--- src/rtl/axi_vec_bridge.sv ---
// AXI4-Lite slave that turns single-beat reads/writes into one-cycle vector
// requests toward the lane-memory mux. One transaction is in flight at a time.
module axi_vec_bridge #(
   parameter int ADDRWIDTH = 11,
   parameter int NUMLANES  = 8,
   parameter int WIDTH     = 16,
   parameter int AXI_AW    = 32
) (
   input  logic                      clk,
   input  logic                      reset,
   input  logic [AXI_AW-1:0]         s_awaddr,
   input  logic                      s_awvalid,
   output logic                      s_awready,
   input  logic [NUMLANES*WIDTH-1:0] s_wdata,
   input  logic                      s_wvalid,
   output logic                      s_wready,
   output logic [1:0]                s_bresp,
   output logic                      s_bvalid,
   input  logic                      s_bready,
   input  logic [AXI_AW-1:0]         s_araddr,
   input  logic                      s_arvalid,
   output logic                      s_arready,
   output logic [NUMLANES*WIDTH-1:0] s_rdata,
   output logic [1:0]                s_rresp,
   output logic                      s_rvalid,
   input  logic                      s_rready,
   output logic [ADDRWIDTH-1:0]      axi_addr,
   output logic [NUMLANES*WIDTH-1:0] axi_data,
   output logic                      axi_req_en,
   output logic                      axi_req_type,
   input  logic [NUMLANES*WIDTH-1:0] mem_readdata
);
   localparam int DW    = NUMLANES * WIDTH;
   localparam int BYTES = DW / 8;
   localparam int ESH   = $clog2(WIDTH / 8);

   typedef enum logic [2:0] {IDLE, WR_REQ, WR_RESP, RD_REQ, RD_WAIT, RD_RESP} state_e;

   state_e               state_q, state_d;
   logic                 last_wr_q, last_wr_d;
   logic                 aw_got_q, aw_got_d;
   logic                 w_got_q, w_got_d;
   logic                 err_q, err_d;
   logic                 type_q, type_d;
   logic [ADDRWIDTH-1:0] addr_q, addr_d;
   logic [DW-1:0]        wdata_q, wdata_d;
   logic [DW-1:0]        rdata_q, rdata_d;
   logic [1:0]           bresp_q, bresp_d;
   logic [1:0]           rresp_q, rresp_d;
   logic                 idle, collide, aw_hs, w_hs, ar_hs;

   function automatic logic [ADDRWIDTH-1:0] elem_idx(input logic [AXI_AW-1:0] a);
      return ADDRWIDTH'(a >> ESH);
   endfunction

   // Misaligned to a beat, or element index beyond the lane memory depth.
   function automatic logic addr_err(input logic [AXI_AW-1:0] a);
      return ((a & AXI_AW'(BYTES - 1)) != '0) || ((a >> (ESH + ADDRWIDTH)) != '0);
   endfunction

   assign idle      = (state_q == IDLE);
   assign collide   = idle && !aw_got_q && !w_got_q && s_arvalid && (s_awvalid || s_wvalid);
   assign s_awready = idle && !aw_got_q && !(collide && last_wr_q);
   assign s_wready  = idle && !w_got_q && !(collide && last_wr_q);
   assign s_arready = idle && !aw_got_q && !w_got_q && !(collide && !last_wr_q);

   assign aw_hs = s_awvalid && s_awready;
   assign w_hs  = s_wvalid && s_wready;
   assign ar_hs = s_arvalid && s_arready;

   always_comb begin
      state_d   = state_q;
      last_wr_d = last_wr_q;
      aw_got_d  = aw_got_q;
      w_got_d   = w_got_q;
      err_d     = err_q;
      type_d    = type_q;
      addr_d    = addr_q;
      wdata_d   = wdata_q;
      rdata_d   = rdata_q;
      bresp_d   = bresp_q;
      rresp_d   = rresp_q;
      case (state_q)
         IDLE: begin
            if (ar_hs) begin
               addr_d    = elem_idx(s_araddr);
               err_d     = addr_err(s_araddr);
               type_d    = 1'b0;
               last_wr_d = 1'b0;
               if (err_d) begin
                  state_d = RD_RESP;
                  rresp_d = 2'b10;
                  rdata_d = '0;
               end else begin
                  state_d = RD_REQ;
               end
            end else begin
               if (aw_hs) begin
                  aw_got_d  = 1'b1;
                  addr_d    = elem_idx(s_awaddr);
                  err_d     = addr_err(s_awaddr);
                  type_d    = 1'b1;
                  last_wr_d = 1'b1;
               end
               if (w_hs) begin
                  w_got_d   = 1'b1;
                  wdata_d   = s_wdata;
                  type_d    = 1'b1;
                  last_wr_d = 1'b1;
               end
               // err_d holds the AW verdict whether AW landed now or earlier.
               if (aw_got_d && w_got_d) begin
                  if (err_d) begin
                     state_d = WR_RESP;
                     bresp_d = 2'b10;
                  end else begin
                     state_d = WR_REQ;
                  end
               end
            end
         end
         WR_REQ: begin
            state_d = WR_RESP;
            bresp_d = 2'b00;
         end
         WR_RESP: begin
            if (s_bready) begin
               state_d  = IDLE;
               aw_got_d = 1'b0;
               w_got_d  = 1'b0;
            end
         end
         RD_REQ: state_d = RD_WAIT;
         RD_WAIT: begin
            rdata_d = mem_readdata;
            rresp_d = 2'b00;
            state_d = RD_RESP;
         end
         RD_RESP: begin
            if (s_rready) state_d = IDLE;
         end
         default: state_d = IDLE;
      endcase
   end

   always_ff @(posedge clk or posedge reset) begin
      if (reset) begin
         state_q   <= IDLE;
         last_wr_q <= 1'b1;
         aw_got_q  <= 1'b0;
         w_got_q   <= 1'b0;
         err_q     <= 1'b0;
         type_q    <= 1'b0;
         addr_q    <= '0;
         wdata_q   <= '0;
         rdata_q   <= '0;
         bresp_q   <= 2'b00;
         rresp_q   <= 2'b00;
      end else begin
         state_q   <= state_d;
         last_wr_q <= last_wr_d;
         aw_got_q  <= aw_got_d;
         w_got_q   <= w_got_d;
         err_q     <= err_d;
         type_q    <= type_d;
         addr_q    <= addr_d;
         wdata_q   <= wdata_d;
         rdata_q   <= rdata_d;
         bresp_q   <= bresp_d;
         rresp_q   <= rresp_d;
      end
   end

   assign s_bvalid     = (state_q == WR_RESP);
   assign s_rvalid     = (state_q == RD_RESP);
   assign s_bresp      = bresp_q;
   assign s_rresp      = rresp_q;
   assign s_rdata      = rdata_q;
   assign axi_req_en   = (state_q == WR_REQ) || (state_q == RD_REQ);
   assign axi_addr     = addr_q;
   assign axi_data     = wdata_q;
   assign axi_req_type = type_q;

endmodule

--- config.mk ---
export PLATFORM = sky130hd
export DESIGN_NAME = axi_vec_bridge
export DESIGN_NICKNAME = d
export VERILOG_FILES = /design/src/rtl/axi_vec_bridge.sv
export SDC_FILE = /design/constraint.sdc
export NUM_CORES = 1
export LEC_CHECK = 0
export CAP_MARGIN = 10
export CORE_AREA = 2 2 238 240
export DETAILED_ROUTE_END_ITERATION = 10
export DIE_AREA = 0 0 240 242
export PLACE_DENSITY = 0.55
export SYNTH_ARGS = -nofsm -noshare
export SYNTH_HDL_FRONTEND = slang
export SYNTH_SLANG_ARGS = --single-unit
--- constraint.sdc ---
create_clock -name clk -period 15.63 [get_ports clk]
set_input_delay 3.9075 -clock clk [delete_from_list [all_inputs] [get_ports clk]]
set_output_delay 3.9075 -clock clk [all_outputs]
set_load 0.01 [all_outputs]
==> parameters.txt <==
Parameter                              Value

Clocking
  Htree depth ... 2
  Resize count post-CTS ... 0
  Post-CTS clock slew at the launch and capture registers of the worst setup and hold paths ... 0.05 ns
  Maximum buffer depth of the clock tree ... 3
  CTS Root Buffer Type ... sky130_fd_sc_hd__clkbuf_16
  CTS tree ... done
  Source-to-sink clock delay at the later pin of the worst-skew pair ... 0.52 ns
  # clock sinks ... 277
  Clock buffers created by TritonCTS ... 34
  Number of hold-repair buffers added at the cts stage ... 0
  Count of buffers added by post-CTS timing repair for setup ... 0

Detailed routing
  Average detailed-routed wire length per instance ... 17.8 um
  Detailed router's first-iteration violation count ... 234
  Antenna viol nets, final ... 0
  DRC viols ... 0
  Drt pass-1 iters ... 4
  Routed via count ... 8,299
  Via density ... 4.01
  Drt total wl ... 36,900 um

Floorplan
  Die Y-Extent ... 242 um
  Total die area ... 0.0581 mm^2
  Num ports ... 605
  Die Wd ... 240 um
  Starting utilization of the core area ... 18.8%
  Core outline area ... 0.0557 mm^2
  Std cell rows ... 87

Global route
  Global router's overall resource usage ... 12.3%
  Global route total overflow ... 0
  Pin count of the biggest net entering global routing ... 97
  Number of global-route vias before repair ... 9,023
  Antenna violations before repair ... 2
  First-pass GRT wire length ... 55,100 um

STA
  Highest achievable clock rate ... 99.9 MHz
  RSZ-0062 raised after global routing ... false
  Setup clock skew after layout ... 0.00951 ns
  Final number of setup-violating endpoints ... 0
  Transition time at the pin with the least slew margin ... 1.05 ns
  Shortest period the worst path allows ... 10.01 ns
  Final Cycle Share ... 64.0%
  Final Worst Setup Slack ... 5.62 ns
  Max-slew headroom at the worst pin ... 29.9%
  Final total negative setup slack ... 0 ns
  Total count of hold-check failures in the final report ... 0
  Pins Over Slew Limit ... 0

Critical path
  Largest delay share family, worst path ... buffers and inverters
  Critical path's largest stage delay ... 0.76 ns
  Critical path data required time ... 11.72 ns
  Critical-path cell list ... clkdlybuf4s50_1 > nor2_1 > nor2_1 > a2111oi_0 > clkdlybuf4s50_1
  Element type at the critical path end ... output pin
  Buf/Inv on CP ... 2
  Setup slack of the most critical reg-to-reg path ... 11.80 ns
  Cell with the largest stage delay on the worst path ... sky130_fd_sc_hd__a2111oi_0
  Critical path fanouts, max ... 5
  Nature of the critical path startpoint ... primary input
  Crit path arrival time ... 6.10 ns
  Critical path class ... primary input to output pin

Cells and area
  # fillers ... 5,612
  Layout Area Growth over Synthesis ... 74.8%
  Area occupied by registers ... 0.00693 mm^2
  Antenna Diode Count ... 0
  Post-layout nets ... 1,619
  Core occupancy in the finished layout ... 32.9%
  Share of cells above drive strength 1 ... 13.5%
  Area used by multi-input combinational logic ... 0.00325 mm^2

Synthesis
  Largest cells by area after synthesis ... sky130_fd_sc_hd__dfrtp_1 66%, sky130_fd_sc_hd__mux2_2 11%, sky130_fd_sc_hd__a22o_1 11%
  Library cell with the highest instance count after synthesis ... sky130_fd_sc_hd__dfrtp_1
  Mapped Area ... 0.0105 mm^2
  Area fraction in compound gates after synthesis ... 12.5%
  Multiplexer share of the synthesized area ... 14.8%
  Part of the Yosys area used for sequential elements ... 66.0%
  Number of warnings printed during yosys synthesis ... 0
  Number of distinct standard cells referenced by the synthesized netlist ... 41
  Number of flip-flops and latches in the synthesized netlist ... 277
  Share of the synthesized area in the top cell type ... 65.8%
  Flip-flop cell with the highest count after synthesis ... sky130_fd_sc_hd__dfrtp_1
  Biggest area consumer among synthesized cells ... sky130_fd_sc_hd__dfrtp_1
  Xor and xnor area share after synthesis ... 0%
  Share of synthesized cell area in full adder, half adder and majority cells ... 0%
  Basic-gate share of the synthesized area counting and, or, nand and nor cells ... 3.38%
  EDFF count, synth ... 0
  Commonest cells in the synthesized netlist ... 276 x sky130_fd_sc_hd__dfrtp_1, 128 x sky130_fd_sc_hd__a22o_1, 106 x sky130_fd_sc_hd__mux2_2
  Dominant combinational cell family by area after synthesis ... multiplexers
  Number of instances in the synthesized netlist ... 698
  Synth async-reset ratio ... 100%
  Average cell area after synthesis ... 15.0 um^2

Power
  Total power of the final layout ... 0.00360 W
  Sequential cell fraction of total power ... 35.0%
  Part of the power in the clock network ... 22.1%
  Worst supply voltage drop on vdd ... 0.0869 mV
  Logic pwr share ... 43.0%
  P_sw ... 0.00112 W
  Leakage ... 7.63 nW
  Pwr per Cell Area ... 196 mW/mm^2
  Int Power ... 0.00248 W
  Net switching fraction of the power ... 31.0%

Place
  Worst slack at placement ... 5.64 ns
  Placed wire-length estimate after detailed placement ... 27,100 um
  Port Buffer Count ... 602
  Gpl congestion ... 0.845

Outcome
  Result of the run ... complete, no violations

Job
  Max-Cap Viols ... 0

Worst hold path
  Classification of the worst-slack hold path ... register to register
==> cell families after synthesis <==
family	count (synthesis)
DFF	277
AOI/OAI and AO/OA	159
muxes	139
and+or+nand+nor	66
buffers and inverters	56
other	1
==> worst register-to-register path, stage by stage, from the launching register on <==
cell	delay, ns
sky130_fd_sc_hd__dfrtp_1	0.54
sky130_fd_sc_hd__nor3_1	0.12
sky130_fd_sc_hd__nand4_1	0.75
sky130_fd_sc_hd__a21oi_1	0.24
sky130_fd_sc_hd__nor2_4	0.85
sky130_fd_sc_hd__buf_4	0.91
sky130_fd_sc_hd__a22o_1	0.36
==> final cells by class <==
type	count	area share [%]
tap	756	5.15
clock inverter	11	0.620
inverter	3	0.102
timing repair buffer	610	33.2
multi-input combinational	366	17.7
clock buffer	47	5.51
sequential	277	37.8
==> power groups by stage <==
| stage | logic [W] | clock network [W] | registers, W |
|---|---|---|---|
| 2_1_floorplan | 0.000528 | 0 | 0.00139 |
| 3_3_place_gp | 0.00156 | 0 | 0.00126 |
| 3_5_place_dp | 0.00157 | 0 | 0.00126 |
| 4_1_cts | 0.00158 | 0.000825 | 0.00126 |
| 5_1_grt | 0.00165 | 0.000854 | 0.00130 |
| 6_report | 0.00155 | 0.000793 | 0.00126 |
==> final timing paths <==
path | from | endpoint | cells after the start
max in group asynchronous | reset | s_rdata[68] | 4
min in group asynchronous | reset | axi_data[87] | 2
hold / removal | axi_data[64] | axi_data[64] | 1
hold reg to reg | axi_data[64] | axi_data[64] | 1
setup / recovery | s_wvalid | s_arready | 5
setup reg to reg | state_q[1] | s_rdata[18] | 6
==> sequential cells by signal (all words and copies together) (netlist names) <==
name,flops
aw_got_q,1
axi_addr,11
axi_data,128
axi_req_type,1
err_q,1
last_wr_q,1
s_bresp,1
s_rdata,128
s_rresp,1
state_q,3
w_got_q,1
==> stage by stage <==
step                area (um^2)  hold WS (ns)  cells
floorplan                 10500         0.508    699
global placement          17200         0.467   2012
detailed placement        17200         0.476   2012
CTS                       18400         0.487   2070
global route              18400         0.507   2070
finish                    18400         0.481   2070
==> metal layers <==
layer	up-vias	GRT usage, %	part of all wire (%)
met4	4	4.35	3.2
met3	70	4.55	8.9
li1	3765	-	-
met5	-	0	0.068
met2	355	20.5	48
met1	4105	14.3	40
==> placed cells by master (no fill, tap or decap), types with 3 or more instances in the layout <==
master                            count
sky130_fd_sc_hd__clkdlybuf4s50_1    602
sky130_fd_sc_hd__nor3_1               4
sky130_fd_sc_hd__clkbuf_8             9
sky130_fd_sc_hd__clkinv_2             6
sky130_fd_sc_hd__nor2_1              27
sky130_fd_sc_hd__nand2_1              5
sky130_fd_sc_hd__nor4_1              10
sky130_fd_sc_hd__buf_4                8
sky130_fd_sc_hd__mux2_1              22
sky130_fd_sc_hd__a21oi_1             17
sky130_fd_sc_hd__mux2i_1             11
sky130_fd_sc_hd__clkbuf_16           35
sky130_fd_sc_hd__a22o_1             128
sky130_fd_sc_hd__clkbuf_1             3
sky130_fd_sc_hd__dfrtp_1            276
sky130_fd_sc_hd__mux2_2             106
Note: power is estimated with default switching activity, not from simulation.
==> patch 1: new RTL, config.mk and constraints unchanged <==
Re-encode `state_e` (6 states) as one-hot, 6 bits wide.
--- a/src/rtl/axi_vec_bridge.sv
+++ b/src/rtl/axi_vec_bridge.sv
@@ -36,3 +36,3 @@
 
-   typedef enum logic [2:0] {IDLE, WR_REQ, WR_RESP, RD_REQ, RD_WAIT, RD_RESP} state_e;
+   typedef enum logic [5:0] {IDLE = 6'b000001, WR_REQ = 6'b000010, WR_RESP = 6'b000100, RD_REQ = 6'b001000, RD_WAIT = 6'b010000, RD_RESP = 6'b100000} state_e;
 
Check against the original RTL: no difference found for any inputs over 4 cycles, from zero or initial values and one cycle with reset high; so few cycles prove little.
==> patch 1 against the original RTL <==
Total power fell by 1.6%. Hold slack better by 21 ps. Cell area rose by 4.2%. Fmax shrank 0.85%. Combinational power shrank 7%. Die area did not move. Worst setup slack worse by 85 ps. Via count up 17%. Area after synthesis rose by 6.0%. Clock power rose by 7.1%. Sequential cell count rose by 3. Non-clock buffer count grew 3. Routed wire length rose by 11%. Critical endpoint unchanged.
==> patch 1: results (changes against the original RTL) <==
power_density_mw_per_mm2: 185  # -5.5%
rr_worst_depth: 6  # unchanged
cts_inserted_buffers: 37  # +8.8%
grt_use_met1_pct: 16.5  # +2.2 points
pg_seq_mw: 1.25
first_pass_iters: 5  # +1
fill_cells: 5676  # +1.1%
cts_hold_buffers: 0  # unchanged
dp_hpwl_um: 29500  # +8.8%
yosys-top-cells-count: "nand2_1, dfrtp_1, mux2_2"
grt_max_degree: 162  # +67%
syn_avg_cell_area_sq_um: 11.2  # -26%
viasPerCell: 4.09  # +2.1%
finalClockSkew_ps: 8.82  # -0.696 ps
place_ws_ps: 5670  # +37.5 ps
multiInputGateArea_sq_mm: 0.00380  # +17%
track_usage_pct: 13.6  # +1.4 points
nets: 1907  # +18%
grt_util_met2_pct: 23.1  # +2.6 points
drtIter0Drc: 459  # +96%
h-tree-depth: 2  # unchanged
synthDistinctLibCells: 42  # +2.4%
clkPwrFrac_pct: 24.0  # +1.9 points
wire_per_inst_um: 17.4  # -2.7%
p_int_mw: 2.44  # -1.7%
placed_area_sq_mm: 0.0179  # +3.9%
synthTopCellsByArea: "dfrtp_1, mux2_2, nand2_1"
place_inst: 2297  # +14%
globalplace.congestion: 0.911  # +7.8%
relSlewSlack_pct: 27.3  # -2.6 points
yosysSeqAreaShare_pct: 63.0  # -3.0 points
antenna_found_initial: 2  # unchanged
insertion_delay_ps: 530
gr-usage-met3_pct: 3.35  # -1.2 points
synth-main-ff-cell: "dfrtp_1"
num_vias: 9677  # +17%
drtAntennaViolNets: 0  # unchanged
grt_pass1_wl_um: 61200  # +11%
drive_above_1_share_pct: 12.9  # -0.65 points
max-vdd-ir-drop_mv: 0.0812  # -6.5%
ys_async_sr_fraction_pct: 100  # unchanged
crit_path_max_fanout: 4  # -1
p_leak_nw: 7.71  # +0.99%
grt_pass1_vias: 9910  # +9.8%
outcome: "complete, no violations"
patch 1: changes by cell type in the layout (fill, tap and decap cells not counted), sizes merged, moves of 11 or more:
cell / delta
mux2i: -11
a31oi: +13
nand2: +278
o21ai: +131
a22o: -128
a21oi: -14
patch 1: worst max-delay path: stages:
cell             delay, ps
clkdlybuf4s50_1        480
o21ba_2                240
a2111oi_0              850
clkdlybuf4s50_1        700
patch 1: cell type report:
cell class	instances	share of cell area, %
repair buffers	613	32.0
diodes	3	0.0393
clock inverters	11	0.622
flip-flops and latches	280	36.7
multi-input cells	645	19.9
well taps	756	4.95
clock buffers	53	5.74
inverters	3	0.0981
patch 1: kinds of logic after synthesis:
logic type / share of synthesized area (%)
XOR/XNOR: 0.0787
multiplexers: 13.1
AND/OR/NAND/NOR: 12.9
flip-flops: 63.0
AO/OA/AOI/OAI: 7.97
buffers and inverters: 2.99
other: 0.0337
patch 1: worst paths after layout:
kind | start | to | slack, ps
setup / recovery | s_awvalid | s_arready | 5540
hold / removal | axi_data[21]$_DFFE_PP0P_ | axi_data[21]$_DFFE_PP0P_ | 500
setup reg to reg | state_q[3]$_DFFE_PP0P_ | axi_data[83]$_DFFE_PP0P_ | 11750
hold reg to reg | axi_data[21]$_DFFE_PP0P_ | axi_data[21]$_DFFE_PP0P_ | 500
max in group asynchronous | reset | s_rdata[46]$_DFFE_PP0P_ | 10100
min in group asynchronous | reset | axi_data[82]$_DFFE_PP0P_ | 3920
patch 1: layer usage:
metal  up-vias  share of wire, %  wire length, um
li1       4519                 -                -
met1      4732                40            16500
met2       348                49            20200
met3        78               7.0             2860
met4         0               3.5             1430
met5         -                 0                0
==> patch 2: new RTL, same settings <==
Without the edit above. Change the parameter `AXI_AW` from 32 to 64.
--- a/src/rtl/axi_vec_bridge.sv
+++ b/src/rtl/axi_vec_bridge.sv
@@ -6,3 +6,3 @@
    parameter int WIDTH     = 16,
-   parameter int AXI_AW    = 32
+   parameter int AXI_AW    = 64
 ) (
Interface: changed (resized s_araddr and s_awaddr); port bits go from 605 to 669. No check against the original RTL was run, so the function may have changed too.
==> patch 2 against the original RTL <==
Final cell count up 17%. Total power up 2.9%. Combinational power up 4%. Register-to-register slack better by 810 ps. Sequential cell count unchanged. Global-route usage up 2.1 points. Routed wire length up 16%. Worst setup slack better by 430 ps. Area after synthesis up 7.0%. Fmax up 4.5%. Cell area up 7.5%. Sequential power about the same. Core utilization up 2.5 points. Non-clock buffer count up 65. Critical path type unchanged. Largest power group unchanged.
==> patch 2: results (changes against the original RTL) <==
fill_cells: 5628  # +0.29%
wire_per_inst_um: 17.7  # -0.64%
crit_path_max_fanout: 8  # +3
drtIter0Drc: 382  # +63%
gr-usage-met3_pct: 5.71  # +1.2 points
r2r_slack_ps: 12610  # +810 ps
globalplace.congestion: 0.901  # +6.6%
first_pass_iters: 5  # +1
ys_async_sr_fraction_pct: 100  # unchanged
synth.mux.area_fraction_pct: 13.8  # -0.97 points
outcome: "complete, no violations"
slowest_delay_ps: 560  # -200 ps
clkbuf_count: 47  # unchanged
buffer_area_share_pct: 34.1  # +0.96 points
multiInputGateArea_sq_mm: 0.00392  # +21%
grt_pass1_vias: 10360  # +15%
setup_viol: 0  # unchanged
r2r_start: "state_q[0]$_DFFE_PP0P_"
grt_util_met2_pct: 23.9  # +3.4 points
grt_use_met1_pct: 16.9  # +2.6 points
worstMarginPinSlew_ps: 1000  # -44.9 ps
cts_inserted_buffers: 35  # +2.9%
dr_wl_met2_um: 20500  # +16%
antenna_found_initial: 6  # +4
yosysSeqAreaShare_pct: 61.7  # -4.3 points
multi_input_gates: 646  # +77%
max-vdd-ir-drop_mv: 0.0839  # -3.4%
rr_worst_depth: 5  # -1
p_leak_nw: 8.11  # +6.2%
portBuffers: 666  # +11%
cts_setup_buffers: 0  # unchanged
drive_above_1_share_pct: 11.9  # -1.7 points
worstHoldEndpoint: "axi_data[104]$_DFFE_PP0P_"
buffers_excl_clock: 675  # +11%
synth-compound-area-share_pct: 7.89  # -4.6 points
track_usage_pct: 14.3  # +2.1 points
wl_met1_um: 17100  # +15%
finalClockSkew_ps: 11.9  # +2.37 ps
arrival_ps: 5670  # -430 ps
synthTopCellsByArea: "dfrtp_1, mux2_2, nand2_1"
clk_share_pct: 5.99  # -0.14 points
hold_depth: 1  # unchanged
dp_hpwl_um: 31800  # +17%
synthDistinctLibCells: 44  # +7.3%
holdCritStartpoint: "axi_data[104]$_DFFE_PP0P_"
r2r_end: "axi_data[74]$_DFFE_PP0P_"
cp_top_family: "buffers and inverters"
nets: 2031  # +25%
n_antenna_cell: 1  # +1
cp_slowest_cell: "clkdlybuf4s50_1"
grt_max_degree: 110  # +13%
dr_wl_met3_um: 4300  # +31%
viasPerCell: 4.09  # +1.9%
synth-seq-cells: 277  # unchanged
grt_pass1_wl_um: 64300  # +17%
inv_count: 5  # +2
yosys-top-cells-count: "dfrtp_1, nand2_1, o21ai_0"
place_ws_ps: 6040  # +403 ps
[patch 2: stage by stage]
stage	hold WS, ps	power, mW	util (%)	std cells	area (sq um)
3_5_place_dp	480	2.91	33.3	2359	18600
5_1_grt	515	3.94	35.4	2419	19700
6_report	491	3.70	35.4	2419	19700
3_3_place_gp	472	2.88	33.3	2359	18600
4_1_cts	497	3.76	35.4	2418	19700
2_1_floorplan	530	1.92	-	994	11200
[patch 2: how the worst max path moves through the flow]
stage	start	to	slack, ps
2_1_floorplan	reset	aw_got_q$_DFFE_PP0P_	4090
3_3_place_gp	s_awvalid	s_arready	6070
3_5_place_dp	s_awvalid	s_arready	6040
4_1_cts	s_awvalid	s_arready	6030
5_1_grt	s_awvalid	s_arready	5890
6_report	s_awvalid	s_arready	6050
[patch 2: report_power, final]
group	internal (mW)	switching, mW
Combinational	0.922	0.690
Sequential	1.07	0.190
Clock	0.516	0.315
